## src/rtl/writeback_arbiter.sv

```systemverilog
// writeback_arbiter
//
// Shares the register unit's two writeback ports among numReq result
// producers. Each cycle it grants up to two pending results in round-robin
// order. The two grants in one cycle never target the same destination
// register. Granted results appear on the registered reg1/reg2 writeback
// ports on the following clock edge.
//
// Ports
//   clock_i                 clock, all state updates on the rising edge
//   reset_i                 synchronous, active-high reset
//   reqValid_i[numReq]      requester i has a result pending
//   reqData_i               result data, requester i in slice i (addressSize bits each)
//   reqAddr_i               destination register, requester i in slice i (regWidth bits each)
//   reqReady_o[numReq]      combinational grant; transfer happens when valid & ready
//   reg1isWriteback_o       writeback port 1 valid
//   reg1WritebackAddress_o  writeback port 1 register
//   reg1WritebackData_o     writeback port 1 data
//   reg2isWriteback_o       writeback port 2 valid
//   reg2WritebackAddress_o  writeback port 2 register
//   reg2WritebackData_o     writeback port 2 data
//   contentionCount_o       saturating count of cycles with an ungranted valid request

module writeback_arbiter #(
   parameter int numReq      = 4,
   parameter int addressSize = 64,
   parameter int regWidth    = 5,
   parameter int cntWidth    = 16
) (
   input  logic                          clock_i,
   input  logic                          reset_i,
   input  logic [numReq-1:0]             reqValid_i,
   input  logic [numReq*addressSize-1:0] reqData_i,
   input  logic [numReq*regWidth-1:0]    reqAddr_i,
   output logic [numReq-1:0]             reqReady_o,
   output logic                          reg1isWriteback_o,
   output logic [regWidth-1:0]           reg1WritebackAddress_o,
   output logic [addressSize-1:0]        reg1WritebackData_o,
   output logic                          reg2isWriteback_o,
   output logic [regWidth-1:0]           reg2WritebackAddress_o,
   output logic [addressSize-1:0]        reg2WritebackData_o,
   output logic [cntWidth-1:0]           contentionCount_o
);

   localparam int ptrWidth = (numReq > 1) ? $clog2(numReq) : 1;
   // One extra bit so ptr + offset never overflows before the modulo fold.
   localparam int sumWidth = ptrWidth + 1;
   localparam logic [ptrWidth-1:0] lastIdx = ptrWidth'(numReq - 1);

   logic [ptrWidth-1:0] ptr;
   logic [ptrWidth-1:0] ptr_next;

   logic [regWidth-1:0]    req_addr [numReq];
   logic [addressSize-1:0] req_data [numReq];

   logic                slot1_found;
   logic                slot2_found;
   logic [ptrWidth-1:0] slot1_idx;
   logic [ptrWidth-1:0] slot2_idx;
   logic [regWidth-1:0] slot1_addr;
   logic [sumWidth-1:0] scan_sum;
   logic [ptrWidth-1:0] scan_idx;
   logic                contention;

   // Unpack the flat requester buses into per-requester arrays so the
   // selection logic can index them by requester number.
   for (genvar g = 0; g < numReq; g++) begin : g_unpack
      assign req_addr[g] = reqAddr_i[g*regWidth +: regWidth];
      assign req_data[g] = reqData_i[g*addressSize +: addressSize];
   end

   // Round-robin scan starting at ptr. The first valid requester becomes
   // slot1; the next valid requester whose destination differs from slot1's
   // becomes slot2. Requesters aiming at slot1's register are skipped so the
   // register unit never sees two writes to one register in a cycle.
   // Nothing is granted while reset is asserted.
   always_comb begin
      slot1_found = 1'b0;
      slot2_found = 1'b0;
      slot1_idx   = '0;
      slot2_idx   = '0;
      slot1_addr  = '0;
      scan_sum    = '0;
      scan_idx    = '0;
      reqReady_o  = '0;
      for (int k = 0; k < numReq; k++) begin
         scan_sum = {1'b0, ptr} + sumWidth'(k);
         if (scan_sum >= sumWidth'(numReq)) begin
            scan_sum = scan_sum - sumWidth'(numReq);
         end
         scan_idx = scan_sum[ptrWidth-1:0];
         if (!reset_i && reqValid_i[scan_idx]) begin
            if (!slot1_found) begin
               slot1_found = 1'b1;
               slot1_idx   = scan_idx;
               slot1_addr  = req_addr[scan_idx];
            end else if (!slot2_found && (req_addr[scan_idx] != slot1_addr)) begin
               slot2_found = 1'b1;
               slot2_idx   = scan_idx;
            end
         end
      end
      if (slot1_found) begin
         reqReady_o[slot1_idx] = 1'b1;
      end
      if (slot2_found) begin
         reqReady_o[slot2_idx] = 1'b1;
      end
   end

   assign contention = |(reqValid_i & ~reqReady_o);

   // The pointer moves just past the last requester served this cycle, so
   // the requester after it gets first pick next time.
   always_comb begin
      ptr_next = ptr;
      if (slot2_found) begin
         ptr_next = (slot2_idx == lastIdx) ? '0 : slot2_idx + 1'b1;
      end else if (slot1_found) begin
         ptr_next = (slot1_idx == lastIdx) ? '0 : slot1_idx + 1'b1;
      end
   end

   // State register: pointer, contention counter and the writeback ports.
   // A port without a grant drops its valid but keeps its last address and
   // data. The counter sticks at all-ones instead of wrapping.
   always_ff @(posedge clock_i) begin
      if (reset_i) begin
         ptr                    <= '0;
         contentionCount_o      <= '0;
         reg1isWriteback_o      <= 1'b0;
         reg1WritebackAddress_o <= '0;
         reg1WritebackData_o    <= '0;
         reg2isWriteback_o      <= 1'b0;
         reg2WritebackAddress_o <= '0;
         reg2WritebackData_o    <= '0;
      end else begin
         ptr <= ptr_next;
         if (contention && (contentionCount_o != '1)) begin
            contentionCount_o <= contentionCount_o + 1'b1;
         end
         reg1isWriteback_o <= slot1_found;
         if (slot1_found) begin
            reg1WritebackAddress_o <= req_addr[slot1_idx];
            reg1WritebackData_o    <= req_data[slot1_idx];
         end
         reg2isWriteback_o <= slot2_found;
         if (slot2_found) begin
            reg2WritebackAddress_o <= req_addr[slot2_idx];
            reg2WritebackData_o    <= req_data[slot2_idx];
         end
      end
   end

endmodule

```

## config.mk

```make
export PLATFORM = sky130hd
export DESIGN_NAME = writeback_arbiter
export DESIGN_NICKNAME = d
export VERILOG_FILES = /design/src/rtl/writeback_arbiter.sv
export SDC_FILE = /design/constraint.sdc
export NUM_CORES = 1
export LEC_CHECK = 0
export BUFFER_PORTS_ARGS = -buffer_cell sky130_fd_sc_hd__buf_2
export CAP_MARGIN = 20
export CELL_PAD_IN_SITES_DETAIL_PLACEMENT = 1
export CELL_PAD_IN_SITES_GLOBAL_PLACEMENT = 2
export CORE_ASPECT_RATIO = 0.75
export CORE_MARGIN = 1
export CORE_UTILIZATION = 30
export CTS_CLUSTER_SIZE = 30
export DETAILED_ROUTE_END_ITERATION = 7
export GPL_ROUTABILITY_DRIVEN = 0
export MAX_ROUTING_LAYER = met4
export PLACE_DENSITY = 0.87
export SLEW_MARGIN = 20
export SYNTH_ARGS = -nofsm -noshare
export SYNTH_HDL_FRONTEND = slang
export SYNTH_SLANG_ARGS = --single-unit
```

## constraint.sdc

```tcl
create_clock -name clock_i -period 11.82 [get_ports clock_i]
set_clock_uncertainty 0.1 [all_clocks]
set_input_delay 2.364 -clock clock_i [delete_from_list [all_inputs] [get_ports clock_i]]
set_output_delay 2.364 -clock clock_i [all_outputs]
set_load 0.005 [all_outputs]
```

# Word level (Yosys, flattened, before mapping)
# Index checks and enable logic that the tools add are counted.
[word_totals]
register_bits = 158
out_inout_bits = 160
[classes]
add_sub_neg = 10
magnitude_cmp = 18
n_eq_ne = 6
mux = 80
n_bitwise = 9
reduce_logical = 14
[op_table]
columns = ["operator", "n"]
rows = [
  ["binary-select mux 64 bit (select 2 bit)", 2],
  ["2-to-1 mux 64 bit", 4],
  ["2-to-1 mux 5 bit", 17],
  ["binary-select mux 5 bit (select 2 bit)", 6],
  ["2-to-1 mux 2 bit", 24],
  ["greater-or-equal comparator 3 bit, second input constant", 9],
  ["2-to-1 mux 1 bit", 19],
  ["less-than comparator 2 x 3 -> 1 bit, second input constant", 6],
  ["inverter 2 -> 3 bit", 6],
  ["adder 16 x 1 -> 16 bit, second input constant", 1],
  ["inequality test 16 bit, second input constant", 1],
  ["inequality test 5 bit", 3],
  ["logical AND 1 bit", 9],
  ["binary-select mux 1 bit (select 2 bit)", 4],
  ["2-to-1 mux 4 bit", 2],
  ["subtractor 2 x 1 -> 2 bit, second input constant", 4],
  ["adder 2 x 2 -> 3 bit, second input constant", 2],
  ["adder 2 x 1 -> 2 bit, second input constant", 2],
  ["bitwise AND 4 bit", 1],
  ["demux 1 bit (select 2 bit)", 2],
  ["equality test 2 bit, second input constant", 2],
  ["greater-or-equal comparator 2 x 1 -> 1 bit, second input constant", 2],
  ["inverter 4 bit", 1],
  ["bitwise OR 4 bit", 1],
  ["5 further kinds", 7],
]

# Longest topological paths before layout
# Gate-level depths: netlist of the first run.
[depth]
ltp_word = 31
mapped_depth = 21
mapped_depth_nobuf = 17

# Worst setup path after synthesis of the first run
# Ideal clock, no wire load.
[synth_timing]
path_kind = "input -> output"
start = "input port reset_i"
end = "output port reqReady_o[3]"
t_arrival_ps = 5217
required_ps = 9356
setup_slack_ps = 4139
stages = 15
cell_sequence = "clkbuf_1 -> or2_1 -> o22a_2 -> inv_2 -> nor3_1 -> or4_1 -> a22oi_1 -> a311o_2 -> nor2b_1 -> o31ai_4 -> clkbuf_1 -> inv_1 -> ha_1 -> nand2_1 -> nand2_1"
[synth_via]
elab_chain_len = 23
[synth_rtl]
columns = ["element", "line", "source"]
rows = [
  ["start: declaration", "31", "input logic reset_i,"],
  ["logical NOT 1 bit *", "92", "if (!reset_i && reqValid_i[scan_idx]) begin"],
  ["logical AND 1 bit", "92", ""],
  ["2-to-1 mux 5 bit", "92", ""],
  ["inequality test 5 bit", "97", "end else if (!slot2_found && (req_addr[scan_idx] != slot1_addr)) begin"],
  ["2-to-1 mux 1 bit", "97", ""],
  ["2-to-1 mux 1 bit", "93", "if (!slot1_found) begin"],
  ["2-to-1 mux 1 bit", "92", ""],
  ["logical NOT 1 bit", "97", ""],
  ["[7 not listed]", "--", ""],
  ["2-to-1 mux 2 bit", "93", ""],
  ["2-to-1 mux 2 bit", "92", ""],
  ["less-than comparator 2 x 3 -> 1 bit (implied by the code) / greater-or-equal comparator 2 x 1 -> 1 bit (equally long branches)", "107", "reqReady_o[slot2_idx] = 1'b1;"],
  ["logical AND 1 bit (implied by the code)", "107", ""],
  ["2-to-1 mux 1 bit (implied by the code)", "107", ""],
  ["demux 1 bit (select 2 bit)", "107", ""],
  ["bitwise OR 4 bit (no line)", "--", ""],
  ["2-to-1 mux 4 bit *", "106", "if (slot2_found) begin"],
  ["end: declaration", "35", "output logic [numReq-1:0] reqReady_o,"],
]
# Every way passes the cells marked *; elsewhere a longest branch is shown, timed or not.

# Final worst setup path of the first run
[layout_timing]
start = "input port reset_i"
end = "output port reqReady_o[2]"
# The elaborated chain is that of the path after synthesis.

==> results of run 1 <==
-- cells in the final DEF (no fill, tap or decap), types with 9 or more instances in the layout --
| cell type | Yosys | final |
|---|---|---|
| diode_2 | 0 | 14 |
| o221ai_1 | 69 | 69 |
| a21oi_1 | 82 | 82 |
| mux2_1 | 17 | 17 |
| dfxtp_1 | 158 | 157 |
| nand4_1 | 10 | 10 |
| nor2_1 | 26 | 26 |
| buf_2 | 32 | 440 |
| clkbuf_16 | 0 | 17 |
| ha_1 | 10 | 10 |
| nor2b_1 | 13 | 13 |
| xor2_1 | 13 | 13 |
| xnor2_1 | 15 | 15 |
| buf_4 | 3 | 11 |
| mux2i_1 | 301 | 301 |
| nand3_1 | 77 | 77 |
| a211oi_1 | 9 | 9 |
| nand2_1 | 303 | 303 |
-- layout make-up --
type                    instances  area, µm²  share of cell area (%)
diodes                         14       35.0                   0.247
inverters                       9       33.8                   0.238
well taps                     496        621                    4.37
flip-flops and latches        158       3160                    22.3
clock inverters                13        190                    1.34
repair buffers                453       2330                    16.4
clock buffers                  19        433                    3.05
multi-input cells            1053       7390                    52.1
-- power by group --
part,leakage (µW),internal [µW],switching [µW],total [µW]
clock,0.000302,356,256,611
sequential,0.00131,702,95.6,797
combinational,0.00544,576,810,1390
total,0.00706,1630,1160,2790
-- metal layers --
metal / share of wire [%] / vias up / routed length, µm / GRT usage, %
li1: - / 5556 / - / -
met1: 45 / 5876 / 21300 / 31.1
met2: 47 / 340 / 22500 / 39.9
met3: 5.7 / 50 / 2720 / 6.23
met4: 1.9 / 0 / 916 / 7.96
met5: 0 / - / 0 / -
-- critical path, cell delays in order --
cell,delay [ps]
buf_4,450
buf_4,700
a21oi_1,140
or4_1,570
a211oi_1,290
a311o_2,290
nor4_1,100
nor3_4,230
buf_4,640
inv_2,80
ha_1,260
nand2_1,70
nand2_1,80
buf_2,130
-- worst paths after layout --
path	startpoint	endpoint	slack, ps	cells past startpoint
setup reg to reg	ptr[0]	contentionCount_o[8]	5640	18
setup / recovery	reset_i	reqReady_o[2]	2900	14
hold reg to reg	reg1WritebackData_o[7]	reg1WritebackData_o[7]	350	2
hold / removal	reg1WritebackData_o[7]	reg1WritebackData_o[7]	350	2
-- stage by stage --
stage	setup WS (ps)	instance area [µm²]	util [%]	cells
after floorplan	4140	11200	-	1339
after global placement	2990	13500	37.3	2168
after detailed placement	2870	13500	37.3	2168
after CTS	2870	14100	39.0	2200
after global routing	2600	14200	39.2	2215
final	2900	14200	39.2	2215
-- logic make-up after synthesis --
logic type                 count (synthesis)
AOI/OAI and AO/OA                        208
adders and majority gates                 10
buffers and inverters                    128
and+or+nand+nor                          475
DFF                                      158
muxes                                    332
xor gates and xnor gates                  28
-- registers in the layout (all words and copies together), names as in the netlist --
signal and flops:
reg2WritebackAddress_o 5, ptr 2, reg2isWriteback_o 1, reg1WritebackAddress_o 5, reg2WritebackData_o 64, contentionCount_o 16, reg1WritebackData_o 64, reg1isWriteback_o 1
-- cell usage after synthesis, types with 5 or more instances --
library cell  count
o21ai_0           6
buf_6            13
nand2_1         303
xnor2_1          15
dfxtp_1         158
nand4_1          10
o211ai_1          5
clkbuf_1         63
nand3_1          77
mux4_2            5
buf_1             8
nor3_1            8
nor2b_1          13
inv_1             6
a21oi_1          82
mux2i_1         301
mux2_1           17
nor2_1           26
o221ai_1         69
and3_1            8
o21ai_1           5
ha_1             10
a211oi_1          9
xor2_1           13
mux2_2            6
buf_2            32
==> flow_summary.ini, run 1 <==
[timing]
hold_viol = 0
rsz0062_at_grt = no
drv_slew = 0
worstMarginPinSlew_ps = 1040
max_freq_mhz = 112
hold_ws_ps = 352
setup_viol = 0
period_needed_ps = 8920
slew_headroom_pct = 30.4
finalCritPeriodShare_pct = 75.5
fin_setup_tns_ps = 0

[floorplanning]
rows = 60
core_um2 = 36300
dieArea_um2 = 38000
initial_core_util_pct = 30.8
dieWidth_um = 225
io_pins = 442
fp.dieH_um = 169

[clock_network]
clk_path_buf_depth = 2
cts-root-buf = clkbuf_16
cts_sinks = 158
postCtsHoldBufs = 0
cts_tree = built
post_cts_buffers = 0
htreeDepth = 4
cts_made_buffers = 17
clk_latency_ps = 440
cts_resized = 0
clkTransAtPathRegs_ps = 60

[synth]
synth.area.mux_share_pct = 30.7
synth.distinct_cells = 69
synth_adder_area_share_pct = 1.12
yosys-top-cells-area = dfxtp_1 (28%), mux2i_1 (27%), nand2_1 (10%), o221ai_1 (5.4%), a21oi_1 (3.7%)
ys_async_sr_fraction_pct = 0
yosys.area_share.simple_pct = 18.7
synth_edf_count = 0
synth_xor_area_share_pct = 2.20
avgSynthCellArea_um2 = 8.33
ys_seq_elements = 158
synth_compound_area_share_pct = 13.2
yosys_warnings = 0
synth_top_cell_by_area = dfxtp_1
synth_top_family_by_area = multiplexers
synthesis.area_um2 = 11200
syn-num-nets = 1631
synthCells = 1339
ys_seq_area_share_pct = 28.4
synth_flop_cell = dfxtp_1
netlist.area_leader.share_pct = 28.4

[route]
drc = 0
wire_per_inst_um = 21.4
wirelength_mm = 47.5
vias_per_cell = 5.34
drtIter0Drc = 540
dr.pass1.iters = 5
vias = 11800
ant_nets = 0

[global_route]
grt_usage_pct = 25.1
grt_pass1_wl_mm = 71.1
antenna_found_initial = 14
grt_start_max_net_pins = 142
grt_overflow = 0
grt_pass1_vias = 12000

[placed_design]
dp_hpwl_mm = 34.0
port_buffers = 441

[worst_setup_path]
crit_path_end_kind = output pin
cp.required_ps = 9360
startpoint_type = primary input
path_class = primary input to output pin
path_max_fanout = 57
cp.arrival_ps = 6460

[pwr]
p_leak_uw = 0.00706
p_per_area_nw_per_um2 = 197
power_uw = 2790
vdd_drop_max_uv = 77.3

[flow_run]
maxCapViolations = 0

[run_status]
status = complete, no violations

[layout]
fillCellCount = 4511
drive_gt1_share_pct = 30.4
layout.nets = 1984
area.growth.synth_to_final_pct = 27.3

[worst_hold_path]
hold_path.class = register to register
Power figures use the tool's default switching activity.
==> run 2, diff against run 1 <==
--- a/config.mk
+++ b/config.mk
@@ -5,18 +5,19 @@
 export SDC_FILE = /design/constraint.sdc
 export NUM_CORES = 1
 export LEC_CHECK = 0
+export ABC_AREA = 1
 export BUFFER_PORTS_ARGS = -buffer_cell sky130_fd_sc_hd__buf_2
 export CAP_MARGIN = 20
 export CELL_PAD_IN_SITES_DETAIL_PLACEMENT = 1
 export CELL_PAD_IN_SITES_GLOBAL_PLACEMENT = 2
 export CORE_ASPECT_RATIO = 0.75
 export CORE_MARGIN = 1
-export CORE_UTILIZATION = 30
+export CORE_UTILIZATION = 26
 export CTS_CLUSTER_SIZE = 30
 export DETAILED_ROUTE_END_ITERATION = 7
 export GPL_ROUTABILITY_DRIVEN = 0
 export MAX_ROUTING_LAYER = met4
-export PLACE_DENSITY = 0.87
+export PLACE_DENSITY = 0.82
 export SLEW_MARGIN = 20
 export SYNTH_ARGS = -nofsm -noshare
 export SYNTH_HDL_FRONTEND = slang
==> constraint.sdc (replaced) <==
create_clock -name clock_i -period 9.2 [get_ports clock_i]
set_clock_uncertainty 0.1 [all_clocks]
set_input_delay 1.84 -clock clock_i [delete_from_list [all_inputs] [get_ports clock_i]]
set_output_delay 1.84 -clock clock_i [all_outputs]
set_load 0.005 [all_outputs]
==> run 2 against run 1 <==
Against the previous run:
- sequential share of layout area decreased by 2.3 points
- clock power grew 34%
- routed wire length rose by 23%
- sequential power is 38% higher
- combinational power grew to 3.0 times the previous value
- total power increased by 120%
- critical path depth increased by 7
- global-route usage decreased by 1.4 points
==> flow_summary.ini, run 2 <==
[clock_network]
htreeDepth = 4
clk_path_buf_depth = 2
cts-root-buf = clkbuf_16
cts_resized = 0
cts_made_buffers = 17
clk_latency_ps = 470
cts_tree = built
post_cts_buffers = 0
postCtsHoldBufs = 0
clkTransAtPathRegs_ps = 70
cts_sinks = 158

[global_route]
grt_usage_pct = 23.7
antenna_found_initial = 5
grt_overflow = 0
grt_pass1_vias = 15600
grt_pass1_wl_mm = 90.7
grt_start_max_net_pins = 119

[timing]
drv_slew = 0
max_freq_mhz = 132
hold_viol = 0
period_needed_ps = 7570
setup_viol = 0
hold_ws_ps = 403
slew_headroom_pct = 27.1
rsz0062_at_grt = no
fin_setup_tns_ps = 0
worstMarginPinSlew_ps = 1090
finalCritPeriodShare_pct = 82.3
finalWorstSetupSlack_ps = 1630

[synth]
synthesis.area_um2 = 12700
yosysMostFrequentCell = inv_1
netlist.area_leader.share_pct = 24.9
yosys-top-cells-area = dfxtp_1 (25%), nand3_1 (13%), inv_1 (11%), nand2_1 (11%), nand3b_1 (7.9%)
ys_async_sr_fraction_pct = 0
syn-num-nets = 2420
avgSynthCellArea_um2 = 5.98
synth_top_cell_by_area = dfxtp_1
ys_seq_area_share_pct = 24.9
synthCells = 2128
synth_flop_cell = dfxtp_1
yosys_warnings = 0
ys_top_cells_by_count = inv_1 (386), nand2_1 (371), nand3_1 (328)
synth_edf_count = 0
ys_seq_elements = 158
synth.distinct_cells = 38

[layout]
fin_area_um2 = 15800
largestRegisters = reg1WritebackData_o: 64 flops, reg2WritebackData_o: 64 flops, contentionCount_o: 16 flops
layout.nets = 2730
final_cell_mix = buf_2 (441), inv_1 (384), nand2_1 (369)
layout_commonest_cell = buf_2
multiInputGateArea_um2 = 7350
drive_gt1_share_pct = 21.9
fin_cells = 3096
area.growth.synth_to_final_pct = 24.4
fillCellCount = 6382
register_area_um2 = 3160

[route]
ant_nets = 0
wire_per_inst_um = 18.8
drtIter0Drc = 797
dr.pass1.iters = 5
wirelength_mm = 58.2
drc = 0
vias = 15400
vias_per_cell = 4.96

[worst_setup_path]
path_max_fanout = 53
cpPeakStageDelay_ps = 580
cp_top_family = simple AND/OR/NAND/NOR gates
startpoint_type = primary input
path_class = primary input to output pin
cpMostUsedCell = nand2_1
crit_path_end_kind = output pin
worstPathCellList = buf_2 -> inv_4 -> nand3_2 -> nand3_1 -> nand2_1 -> nand2_1 -> nand2_1 -> nand2_1 -> nor2_1 -> nand3_1 -> nand2_1 -> nand2_1 -> nand2_2 -> nand3_2 -> nand3_4 -> nand2_8 -> inv_1 -> ha_1 -> nand2_2 -> nand2_1 -> buf_2
cp.arrival_ps = 5630
cp.required_ps = 7260
crit_buf_inv = 4
r2r_slack_ps = 3430
cpMaxStageDelayCell = nand2_8

[placed_design]
dp_hpwl_mm = 41.2
port_buffers = 441
post_dp_cell_area_um2 = 15100
preCtsSetupSlack_ps = 1600
dp_cells = 3057

[pwr]
p_leak_uw = 0.00883
power_switching_uw = 3420
vdd_drop_max_uv = 228
p_per_area_nw_per_um2 = 388
cellInternalPower_uw = 2720
p_comb_share_pct = 68.7
switching_share_pct = 55.7
power_frac_clock_pct = 13.4
pwr-share-seq_pct = 17.9

[worst_hold_path]
hold_path.class = register to register

[flow_run]
maxCapViolations = 0

[floorplanning]
io_pins = 442
fp.dieH_um = 194
dieWidth_um = 257
initial_core_util_pct = 26.6
dieArea_um2 = 49800
core_um2 = 47800
rows = 69

[run_status]
status = complete, no violations
run 2: logic make-up (layout without fill, tap and decap cells):
| logic type | count (synthesis) | count (layout) | share of synthesized area [%] |
|---|---|---|---|
| adders and majority gates | 10 | 10 | 0.984 |
| buffers and inverters | 564 | 887 | 17.8 |
| muxes | 1 | 1 | 0.0787 |
| xor gates and xnor gates | 17 | 17 | 1.17 |
| other | 0 | 6 | 0 |
| DFF | 158 | 158 | 24.9 |
| AOI/OAI and AO/OA | 472 | 472 | 20.2 |
| and+or+nand+nor | 906 | 906 | 35.0 |
run 2: final timing paths:
check                          start                       to  depth (start not counted)
max                          reset_i            reqReady_o[3]                         21
min          reg1WritebackData_o[10]  reg1WritebackData_o[10]                          2
max reg2reg                   ptr[0]  reg2WritebackData_o[53]                         23
min reg2reg  reg1WritebackData_o[10]  reg1WritebackData_o[10]                          2
run 2: power groups by stage:
stage	Combinational [µW]	Sequential (µW)	Clock, µW
floorplan	2960	1080	0
global placement	4110	1100	0
detailed placement	4230	1110	0
CTS	4250	1100	845
global route	4780	1120	873
finish	4220	1100	820
run 2: cell type report:
class / instances / share of cell area, %
tap: 639 / 5.05
clock buffer: 18 / 2.71
multi-input combinational: 1406 / 46.5
inverter: 397 / 9.47
timing repair buffer: 458 / 14.9
sequential: 158 / 20.0
clock inverter: 14 / 1.31
antenna: 6 / 0.0949
run 2: worst reg2reg max path: stages (launching register included):
cell and delay, ps:
dfxtp_1 730, buf_4 440, nand2_2 90, nand2_2 410, nand2_1 110, nand2_1 170, nand2_2 110, nand3_4 160
inv_2 70, nand2_1 80, nand2_1 60, nand2_1 60, nand2_1 50, nor2_1 130, nand3_1 130, nand3_2 150
nand3_4 510, nand2_8 580, buf_4 810, nand2_1 340, nand3_1 160, nand3_1 90, nand2_1 90, inv_1 30
run 2: stage by stage:
| step | power, µW | util (%) |
|---|---|---|
| CTS | 6190 | 33.0 |
| global placement | 5220 | 31.7 |
| detailed placement | 5340 | 31.7 |
| global route | 6780 | 33.1 |
| floorplan | 4040 | - |
| finish | 6140 | 33.1 |
run 2: metal layers:
metal / share of wire (%) / routed length, µm / vias to the layer above / global-route usage [%]
li1: - / - / 7526 / -
met1: 47 / 27500 / 7489 / 30.8
met2: 47 / 27400 / 314 / 38.2
met3: 4.4 / 2560 / 41 / 4.42
met4: 1.2 / 673 / 0 / 4.62
met5: 0 / 0 / - / -
